<file path="config.mk">
export PLATFORM = sky130hd
export DESIGN_NAME = db_mode_ctrl
export DESIGN_NICKNAME = d
export VERILOG_FILES = /design/src/rtl/db_mode_ctrl.sv
export SDC_FILE = /design/constraint.sdc
export NUM_CORES = 1
export LEC_CHECK = 0
export BUFFER_PORTS_ARGS = -buffer_cell sky130_fd_sc_hd__buf_2
export CAP_MARGIN = 40
export CORE_MARGIN = 5
export CORE_UTILIZATION = 54
export DETAILED_ROUTE_END_ITERATION = 8
export PLACE_DENSITY = 0.75
export REMOVE_ABC_BUFFERS = 1
export SKIP_CTS_REPAIR_TIMING = 1
export SYNTH_ARGS = -nofsm -noshare
export SYNTH_HDL_FRONTEND = slang
export SYNTH_SLANG_ARGS = --single-unit
</file>
<file path="constraint.sdc">
create_clock -name clk -period 2.3 [get_ports clk]
set_clock_uncertainty 0.05 [all_clocks]
set_input_delay 0.23 -clock clk [delete_from_list [all_inputs] [get_ports clk]]
set_output_delay 0.23 -clock clk [all_outputs]
set_load 0.02 [all_outputs]
</file>
<file path="src/rtl/db_mode_ctrl.sv">
// db_mode_ctrl: turns debounced button levels into persistent position and
// data-format settings. HS/VS step positions with hold-to-auto-repeat;
// DF_UART/DF_VGA cycle 2-bit format codes on each press.

// Per-button press/hold/repeat sequencer; emits a one-cycle step strobe.
module db_rep_fsm #(
  parameter int HOLD_CYCLES   = 50_000_000,
  parameter int REPEAT_CYCLES = 5_000_000
) (
  input  logic clk,
  input  logic rst,
  input  logic lvl_i,    // current debounced level
  input  logic press_i,  // rising edge of lvl_i
  output logic step_o
);
  localparam int CNT_MAX = (HOLD_CYCLES > REPEAT_CYCLES) ? HOLD_CYCLES : REPEAT_CYCLES;
  localparam int CNT_W   = (CNT_MAX > 2) ? $clog2(CNT_MAX) : 1;
  localparam logic [CNT_W-1:0] HOLD_TC = CNT_W'(HOLD_CYCLES - 1);
  localparam logic [CNT_W-1:0] RPT_TC  = CNT_W'(REPEAT_CYCLES - 1);

  typedef enum logic [1:0] {IDLE, HOLD, RPT} st_t;

  st_t              st_q, st_d;
  logic [CNT_W-1:0] cnt_q, cnt_d;

  // State and counter register; reset aborts any hold/repeat in progress.
  always_ff @(posedge clk) begin
    if (rst) begin
      st_q  <= IDLE;
      cnt_q <= '0;
    end else begin
      st_q  <= st_d;
      cnt_q <= cnt_d;
    end
  end

  // Next-state: release is checked before terminal count so release wins.
  always_comb begin
    st_d   = st_q;
    cnt_d  = cnt_q;
    step_o = 1'b0;
    case (st_q)
      IDLE: begin
        if (press_i) begin
          step_o = 1'b1;
          cnt_d  = '0;
          st_d   = HOLD;
        end
      end
      HOLD: begin
        if (!lvl_i) begin
          st_d  = IDLE;
          cnt_d = '0;
        end else if (cnt_q == HOLD_TC) begin
          step_o = 1'b1;
          cnt_d  = '0;
          st_d   = RPT;
        end else begin
          cnt_d = cnt_q + CNT_W'(1);
        end
      end
      RPT: begin
        if (!lvl_i) begin
          st_d  = IDLE;
          cnt_d = '0;
        end else if (cnt_q == RPT_TC) begin
          step_o = 1'b1;
          cnt_d  = '0;
        end else begin
          cnt_d = cnt_q + CNT_W'(1);
        end
      end
      default: begin
        st_d  = IDLE;
        cnt_d = '0;
      end
    endcase
  end
endmodule

module db_mode_ctrl #(
  parameter int POS_W         = 10,
  parameter int H_MAX         = 639,
  parameter int V_MAX         = 479,
  parameter int FMT_MAX       = 3,
  parameter int HOLD_CYCLES   = 50_000_000,
  parameter int REPEAT_CYCLES = 5_000_000
) (
  input  logic             clk,
  input  logic             rst,
  input  logic             HS,
  input  logic             VS,
  input  logic             DF_UART,
  input  logic             DF_VGA,
  output logic [POS_W-1:0] h_pos,
  output logic [POS_W-1:0] v_pos,
  output logic [1:0]       uart_fmt,
  output logic [1:0]       vga_fmt,
  output logic             changed
);
  localparam logic [POS_W-1:0] H_TOP = POS_W'(H_MAX);
  localparam logic [POS_W-1:0] V_TOP = POS_W'(V_MAX);
  localparam logic [1:0]       F_TOP = 2'(FMT_MAX);

  // bit order: {DF_VGA, DF_UART, VS, HS}
  logic [3:0] btn, in_q, press;
  logic [1:0] step;   // {v, h}

  logic [POS_W-1:0] h_q, h_d, v_q, v_d;
  logic [1:0]       uf_q, uf_d, vf_q, vf_d;
  logic             chg_q, chg_d;

  assign btn   = {DF_VGA, DF_UART, VS, HS};
  assign press = btn & ~in_q;

  // One sequencer per position button.
  for (genvar g = 0; g < 2; g++) begin : g_ch
    db_rep_fsm #(
      .HOLD_CYCLES  (HOLD_CYCLES),
      .REPEAT_CYCLES(REPEAT_CYCLES)
    ) u_fsm (
      .clk    (clk),
      .rst    (rst),
      .lvl_i  (btn[g]),
      .press_i(press[g]),
      .step_o (step[g])
    );
  end

  // Setting updates with wrap; changed flags any edge that altered a setting.
  always_comb begin
    h_d   = step[0]  ? ((h_q  == H_TOP) ? '0 : h_q + POS_W'(1)) : h_q;
    v_d   = step[1]  ? ((v_q  == V_TOP) ? '0 : v_q + POS_W'(1)) : v_q;
    uf_d  = press[2] ? ((uf_q == F_TOP) ? '0 : uf_q + 2'd1)     : uf_q;
    vf_d  = press[3] ? ((vf_q == F_TOP) ? '0 : vf_q + 2'd1)     : vf_q;
    chg_d = (h_d != h_q) | (v_d != v_q) | (uf_d != uf_q) | (vf_d != vf_q);
  end

  // Level history starts high so a button held through reset is not a press.
  always_ff @(posedge clk) begin
    if (rst) begin
      in_q  <= '1;
      h_q   <= '0;
      v_q   <= '0;
      uf_q  <= '0;
      vf_q  <= '0;
      chg_q <= 1'b0;
    end else begin
      in_q  <= btn;
      h_q   <= h_d;
      v_q   <= v_d;
      uf_q  <= uf_d;
      vf_q  <= vf_d;
      chg_q <= chg_d;
    end
  end

  assign h_pos    = h_q;
  assign v_pos    = v_q;
  assign uart_fmt = uf_q;
  assign vga_fmt  = vf_q;
  assign changed  = chg_q;
endmodule

</file>
==> flow_summary.yaml, run 1 <==
run_status:
  status: "finished with violations"
  violations: "setup timing"
clocking:
  clkLatencyLatePin_ns: 0.36
  cts_tree: "done"
  clk_pin_slew_ns: 0.09
  clock-sinks: 85
  clk_path_buf_depth: 2
  cts_root_buffer: "clkbuf_8"
  h-tree-depth: 3
  cts_buffers: 9
detailed_routing:
  drt_iter0_drc: 195
  viasPerCell: 5.75
  routedWlPerCell_um: 14.3
  drc: 0
  wl_um: 10500
  firstDrtPassIters: 5
  via_count: 4208
  ant_nets: 0
final_layout:
  mostFrequentLayoutCells: "84 x dfxtp_1, 66 x nor2_1, 57 x buf_4"
  layout-drive-gt1-share_pct: 22.5
  syn2layout_area_growth_pct: 23.0
  antenna_cells: 0
  finish.net_count: 643
  final_common_cell: "dfxtp_1"
worst_setup_path:
  regToRegStartpoint: "g_ch[0].u_fsm.cnt_q[10]$_SDFFE_PP0P_"
  startpoint_type: "flop"
  crit_type: "flop to flop"
  cp_data_arrival_time_ns: 2.68
  crit_chain: "or4b_1 -> or4_4 -> a2111oi_4 -> nor2_2 -> or4_4 -> a21oi_2"
  crit_start: "g_ch[0].u_fsm.cnt_q[10]$_SDFFE_PP0P_"
  cp_max_fo: 2
  r2r_slack_ns: -0.12
  cpMostUsedCell: "or4_4"
  reg2reg_to: "h_pos[8]$_SDFF_PP0_"
  cp.required_ns: 2.56
  slowest_delay_ns: 0.52
  r2r_cells: 6
  critPathCaptureType: "flop"
  crit_slowest_cell: "or4_4"
sta:
  hold_viol: 0
  fin_ws_ns: -0.125
  final_max_slew_viol_count: 0
  fmax_ghz: 0.412
  holdWs_ns: 0.0168
  worstMarginPinSlew_ns: 0.608
  rsz0062_at_grt: "true"
  relSlewSlack_pct: 59.5
  fin_crit_sh_pct: 105
  fin_crit_ns: 2.42
  setup_viol: 8
power_and_ir_drop:
  switching_power_mw: 0.829
  clkPwrFrac_pct: 35.3
  seq_power_share_pct: 50.5
  p_int_mw: 2.15
  power_mw: 2.98
  ir_worst_vdd_uv: 428
  power_frac_comb_pct: 14.2
  switching_share_pct: 27.8
  p_per_area_mw_per_mm2: 549
  power_leakage_nw: 2.09
worst_hold_path:
  holdPathStages: 2
  hold_class: "input port to flop"
  min_to: "in_q[2]$_SDFF_PP1_"
  worstHoldStart: "DF_UART"
synthesis:
  synth-edff-count: 0
  avgSynthCellArea_um2: 8.24
  yosysUniqueCellTypes: 52
  synth_area_leaders: "dfxtp_1 39%, nor2_1 5.7%, nand2_1 4.6%"
  ys_dominant_reg_cell: "dfxtp_1"
  netlist.area_leader.share_pct: 38.5
  synth_top_area_cell: "dfxtp_1"
  ys_seq_area_share_pct: 38.5
  synth-seq-cells: 85
  synthArstFlopShare_pct: 0
  syn-cell-area_mm2: 0.00442
  ys_warn_count: 0
  synthesis.instances: 536
placement:
  pre_cts_slack_ns: -0.154
  routabilityCongestion: 0.867
  place_hpwl_um: 7400
  io_buffers: 30
die:
  fp.coreArea_mm2: 0.00809
  row_count: 33
  die_h_um: 100
  dieArea_mm2: 0.0101
  start_util_pct: 54.6
  io_pins: 31
  die_width_um: 100
global_routing:
  grt_max_degree: 31
  grt-ovfl-total: 0
  grt_use_total_pct: 21.2
  grt_first_pass_wirelength_um: 17700
  grt_pass1_vias: 4024
  antenna_found_initial: 0
job:
  maxCapViolations: 0
## worst max-delay path: cells and delay by family, from the launching register on
| family | cells | cell delay [ns] |
|---|---|---|
| and+or+nand+nor | 4 | 1.55 |
| DFF | 1 | 0.31 |
| AOI/OAI and AO/OA | 2 | 0.47 |
## cell families after synthesis
group | Yosys count | share of synthesized area (%)
and+or+nand+nor | 275 | 32.9
buffers and inverters | 30 | 2.61
muxes | 5 | 1.44
AOI/OAI and AO/OA | 86 | 12.4
adders and majority gates | 14 | 3.97
DFF | 85 | 38.5
xor gates and xnor gates | 41 | 8.13
## per-stage QoR
| stage | TNS [ns] | instance area [um^2] | std cells | utilization [%] |
|---|---|---|---|---|
| after CTS | -4.62 | 5280 | 728 | 65.2 |
| after detailed placement | -3.69 | 5090 | 713 | 62.9 |
| after global placement | -1.59 | 5090 | 713 | 62.9 |
| after global routing | -2.64 | 5430 | 732 | 67.1 |
| final | -0.434 | 5430 | 732 | 67.1 |
| after floorplan | -16.19 | 4350 | 518 | - |
## synth_stat cells, types with 4 or more instances
library cell,n
nand4_1,20
and4_1,6
dfxtp_1,85
a21oi_1,32
nor2b_1,5
and3_1,16
xor2_1,23
nand2_1,54
xnor2_1,18
or4_1,4
or3_1,4
inv_1,12
nor4b_1,8
a311oi_1,4
o21ai_0,17
nor3_1,16
a31oi_1,12
clkbuf_1,16
ha_1,14
or2_2,7
nand3_1,33
nand2b_1,9
nor2_1,67
nor3b_1,5
nor4bb_1,4
## area by class of cell
| class | count | area, um^2 |
|---|---|---|
| multi-input combinational | 421 | 2700 |
| sequential | 85 | 1700 |
| fill | 671 | 2660 |
| inverter | 12 | 45.0 |
| clock inverter | 6 | 63.8 |
| tap | 105 | 131 |
| clock buffer | 9 | 124 |
| timing repair buffer | 94 | 666 |
## power groups by stage
| stage | sequential (mW) | combinational (mW) | clock (mW) |
|---|---|---|---|
| floorplan | 1.55 | 0.203 | 0 |
| global placement | 1.54 | 0.359 | 0 |
| detailed placement | 1.54 | 0.367 | 0 |
| CTS | 1.51 | 0.370 | 1.08 |
| global route | 1.51 | 0.471 | 1.12 |
| finish | 1.50 | 0.424 | 1.05 |
## state kept, by name, summed over array words and instances, names as in the netlist
register,cells
g_ch.u_fsm.cnt_q,52
vga_fmt,2
uart_fmt,2
v_pos,10
changed,1
g_ch.u_fsm.st_q,4
h_pos,10
in_q,4
## layer usage
layer / up-vias / wire length (um) / GRT usage [%]
met5: - / 0 / 0
met4: 0 / 138 / 6.11
met3: 16 / 479 / 5.28
met2: 87 / 5220 / 35.7
met1: 2009 / 4610 / 26.8
li1: 2096 / - / -
## worst max path at each step
stage	slack (ns)	endpoint	depth (start not counted)
floorplan	-0.47	g_ch[1].u_fsm.cnt_q[12]$_SDFFE_PP0P_	6
CTS	-0.17	h_pos[3]$_SDFF_PP0_	7
detailed placement	-0.15	h_pos[3]$_SDFF_PP0_	7
finish	-0.12	h_pos[8]$_SDFF_PP0_	6
global route	-0.18	h_pos[8]$_SDFF_PP0_	6
global placement	-0.09	h_pos[8]$_SDFF_PP0_	6
Note: power is estimated with default switching activity, not from simulation.
==> run 2: changes to the inputs <==
Settings changed: RECOVER_POWER from default to 100.
==> run 2 against run 1 <==
Net effect: the run still ends with setup timing left; wire length increased by 0.38%; critical path depth unchanged; count of clock-buffer cells in the layout unchanged; fmax about the same; highest routed layer unchanged.
==> flow_summary.yaml, run 2 (synthesis gave the netlist of run 1 again) <==
run_status:
  status: "finished with violations"
  violations: "setup timing"
die:
  fp.coreArea_mm2: 0.00809
  io_pins: 31
  die_h_um: 100
  start_util_pct: 54.6
  die_width_um: 100
  dieArea_mm2: 0.0101
  row_count: 33
power_and_ir_drop:
  ir_worst_vdd_uv: 427
  power_leakage_nw: 1.98
  p_per_area_mw_per_mm2: 551
clocking:
  cts_root_buffer: "clkbuf_8"
  clk_pin_slew_ns: 0.09
  clkLatencyLatePin_ns: 0.36
  cts_tree: "done"
  h-tree-depth: 3
  clk_path_buf_depth: 2
  cts_buffers: 9
  clock-sinks: 85
final_layout:
  multi_input_area_mm2: 0.00270
  final_core_util_pct: 66.7
  largest_reg_flops: 52
  seq_area_mm2: 0.00170
  antenna_cells: 0
  mostFrequentLayoutCells: "84 x dfxtp_1, 66 x nor2_1, 57 x buf_4"
  final_common_cell: "dfxtp_1"
  syn2layout_area_growth_pct: 22.3
  layout.cells.non_filler: 732
  fillers: 683
  layout-drive-gt1-share_pct: 18.5
  final_area_mm2: 0.00540
  top_register: "g_ch.u_fsm.cnt_q"
  finish.net_count: 643
worst_hold_path:
  holdPathStages: 2
  worstHoldStart: "DF_UART"
  hold_class: "input port to flop"
  min_to: "in_q[2]$_SDFF_PP1_"
sta:
  fin_crit_ns: 2.43
  hold_viol: 0
  rsz0062_at_grt: "true"
  final_max_slew_viol_count: 0
  fmax_ghz: 0.412
  relSlewSlack_pct: 3.13
  setup_viol: 8
  tns_ns: -0.423
  holdWs_ns: 0.0231
  worstMarginPinSlew_ns: 1.45
  fin_ws_ns: -0.126
  fin_crit_sh_pct: 105
detailed_routing:
  firstDrtPassIters: 6
  viasPerCell: 5.76
  ant_nets: 0
  drt_iter0_drc: 201
  via_count: 4219
  drc: 0
  wl_um: 10500
  routedWlPerCell_um: 14.3
global_routing:
  antenna_found_initial: 0
  grt-ovfl-total: 0
  grt_use_total_pct: 21.2
  grt_max_degree: 31
  grt_pass1_vias: 4024
  grt_first_pass_wirelength_um: 17700
worst_setup_path:
  crit_type: "flop to flop"
  cpMostUsedCell: "or4_4"
  crit_chain: "or4b_1 -> or4_4 -> a2111oi_4 -> nor2_2 -> or4_4 -> a21oi_2"
  startpoint_type: "flop"
  reg2reg_to: "h_pos[8]$_SDFF_PP0_"
  critPathCaptureType: "flop"
  r2r_slack_ns: -0.13
  crit_slowest_cell: "or4_4"
  regToRegStartpoint: "g_ch[0].u_fsm.cnt_q[10]$_SDFFE_PP0P_"
  cp_max_fo: 2
  r2r_cells: 6
  cp_data_arrival_time_ns: 2.68
  cp.required_ns: 2.55
  slowest_delay_ns: 0.52
placement:
  place_hpwl_um: 7400
  dp_cells: 713
  post_dp_cell_area_mm2: 0.00509
  io_buffers: 30
  routabilityCongestion: 0.867
job:
  maxCapViolations: 0
## run 2: area by class of cell
class                           instances  share of cell area, %
Inverter                               12                  0.834
Clock buffer                            9                   2.29
Multi-Input combinational cell        421                   50.0
Clock inverter                          6                   1.18
Sequential cell                        85                   31.5
Tap cell                              105                   2.43
Timing Repair Buffer                   94                   11.7
## run 2: metal layers
| layer | track usage [%] | up-vias | part of all wire [%] |
|---|---|---|---|
| met4 | 6.11 | 0 | 1.3 |
| met2 | 35.7 | 97 | 50 |
| met1 | 26.8 | 2006 | 44 |
| li1 | - | 2100 | - |
| met5 | 0 | - | 0 |
| met3 | 5.28 | 16 | 4.7 |
## run 2: worst max-delay path by stage
stage                     cells past startpoint                            startpoint                                   end  slack (ns)
after floorplan                               6   g_ch[1].u_fsm.cnt_q[8]$_SDFFE_PP0P_  g_ch[1].u_fsm.cnt_q[12]$_SDFFE_PP0P_       -0.47
after detailed placement                      7  g_ch[0].u_fsm.cnt_q[10]$_SDFFE_PP0P_                   h_pos[3]$_SDFF_PP0_       -0.15
after CTS                                     7  g_ch[0].u_fsm.cnt_q[10]$_SDFFE_PP0P_                   h_pos[3]$_SDFF_PP0_       -0.17
final                                         6  g_ch[0].u_fsm.cnt_q[10]$_SDFFE_PP0P_                   h_pos[8]$_SDFF_PP0_       -0.13
after global routing                          6  g_ch[0].u_fsm.cnt_q[10]$_SDFFE_PP0P_                   h_pos[8]$_SDFF_PP0_       -0.18
after global placement                        6  g_ch[0].u_fsm.cnt_q[10]$_SDFFE_PP0P_                   h_pos[8]$_SDFF_PP0_       -0.09
## run 2: stage by stage
step                setup slack, ns  power, mW
floorplan                    -0.473       1.75
global placement            -0.0922       1.90
detailed placement           -0.154       1.91
CTS                          -0.172       2.95
global route                 -0.178       3.10
finish                       -0.126       2.97
## run 2: where the power goes
group	switching [mW]	leakage, nW	internal (mW)
sequential	0.0144	0.687	1.49
clock	0.550	0.0915	0.496
combinational	0.259	1.20	0.164
total	0.823	1.98	2.15
## run 2: worst max-delay path: cells and delay by family, from the launching register on
family	cells	cell delay (ns)
flip-flops	1	0.31
AO/OA/AOI/OAI	2	0.47
AND/OR/NAND/NOR	4	1.55
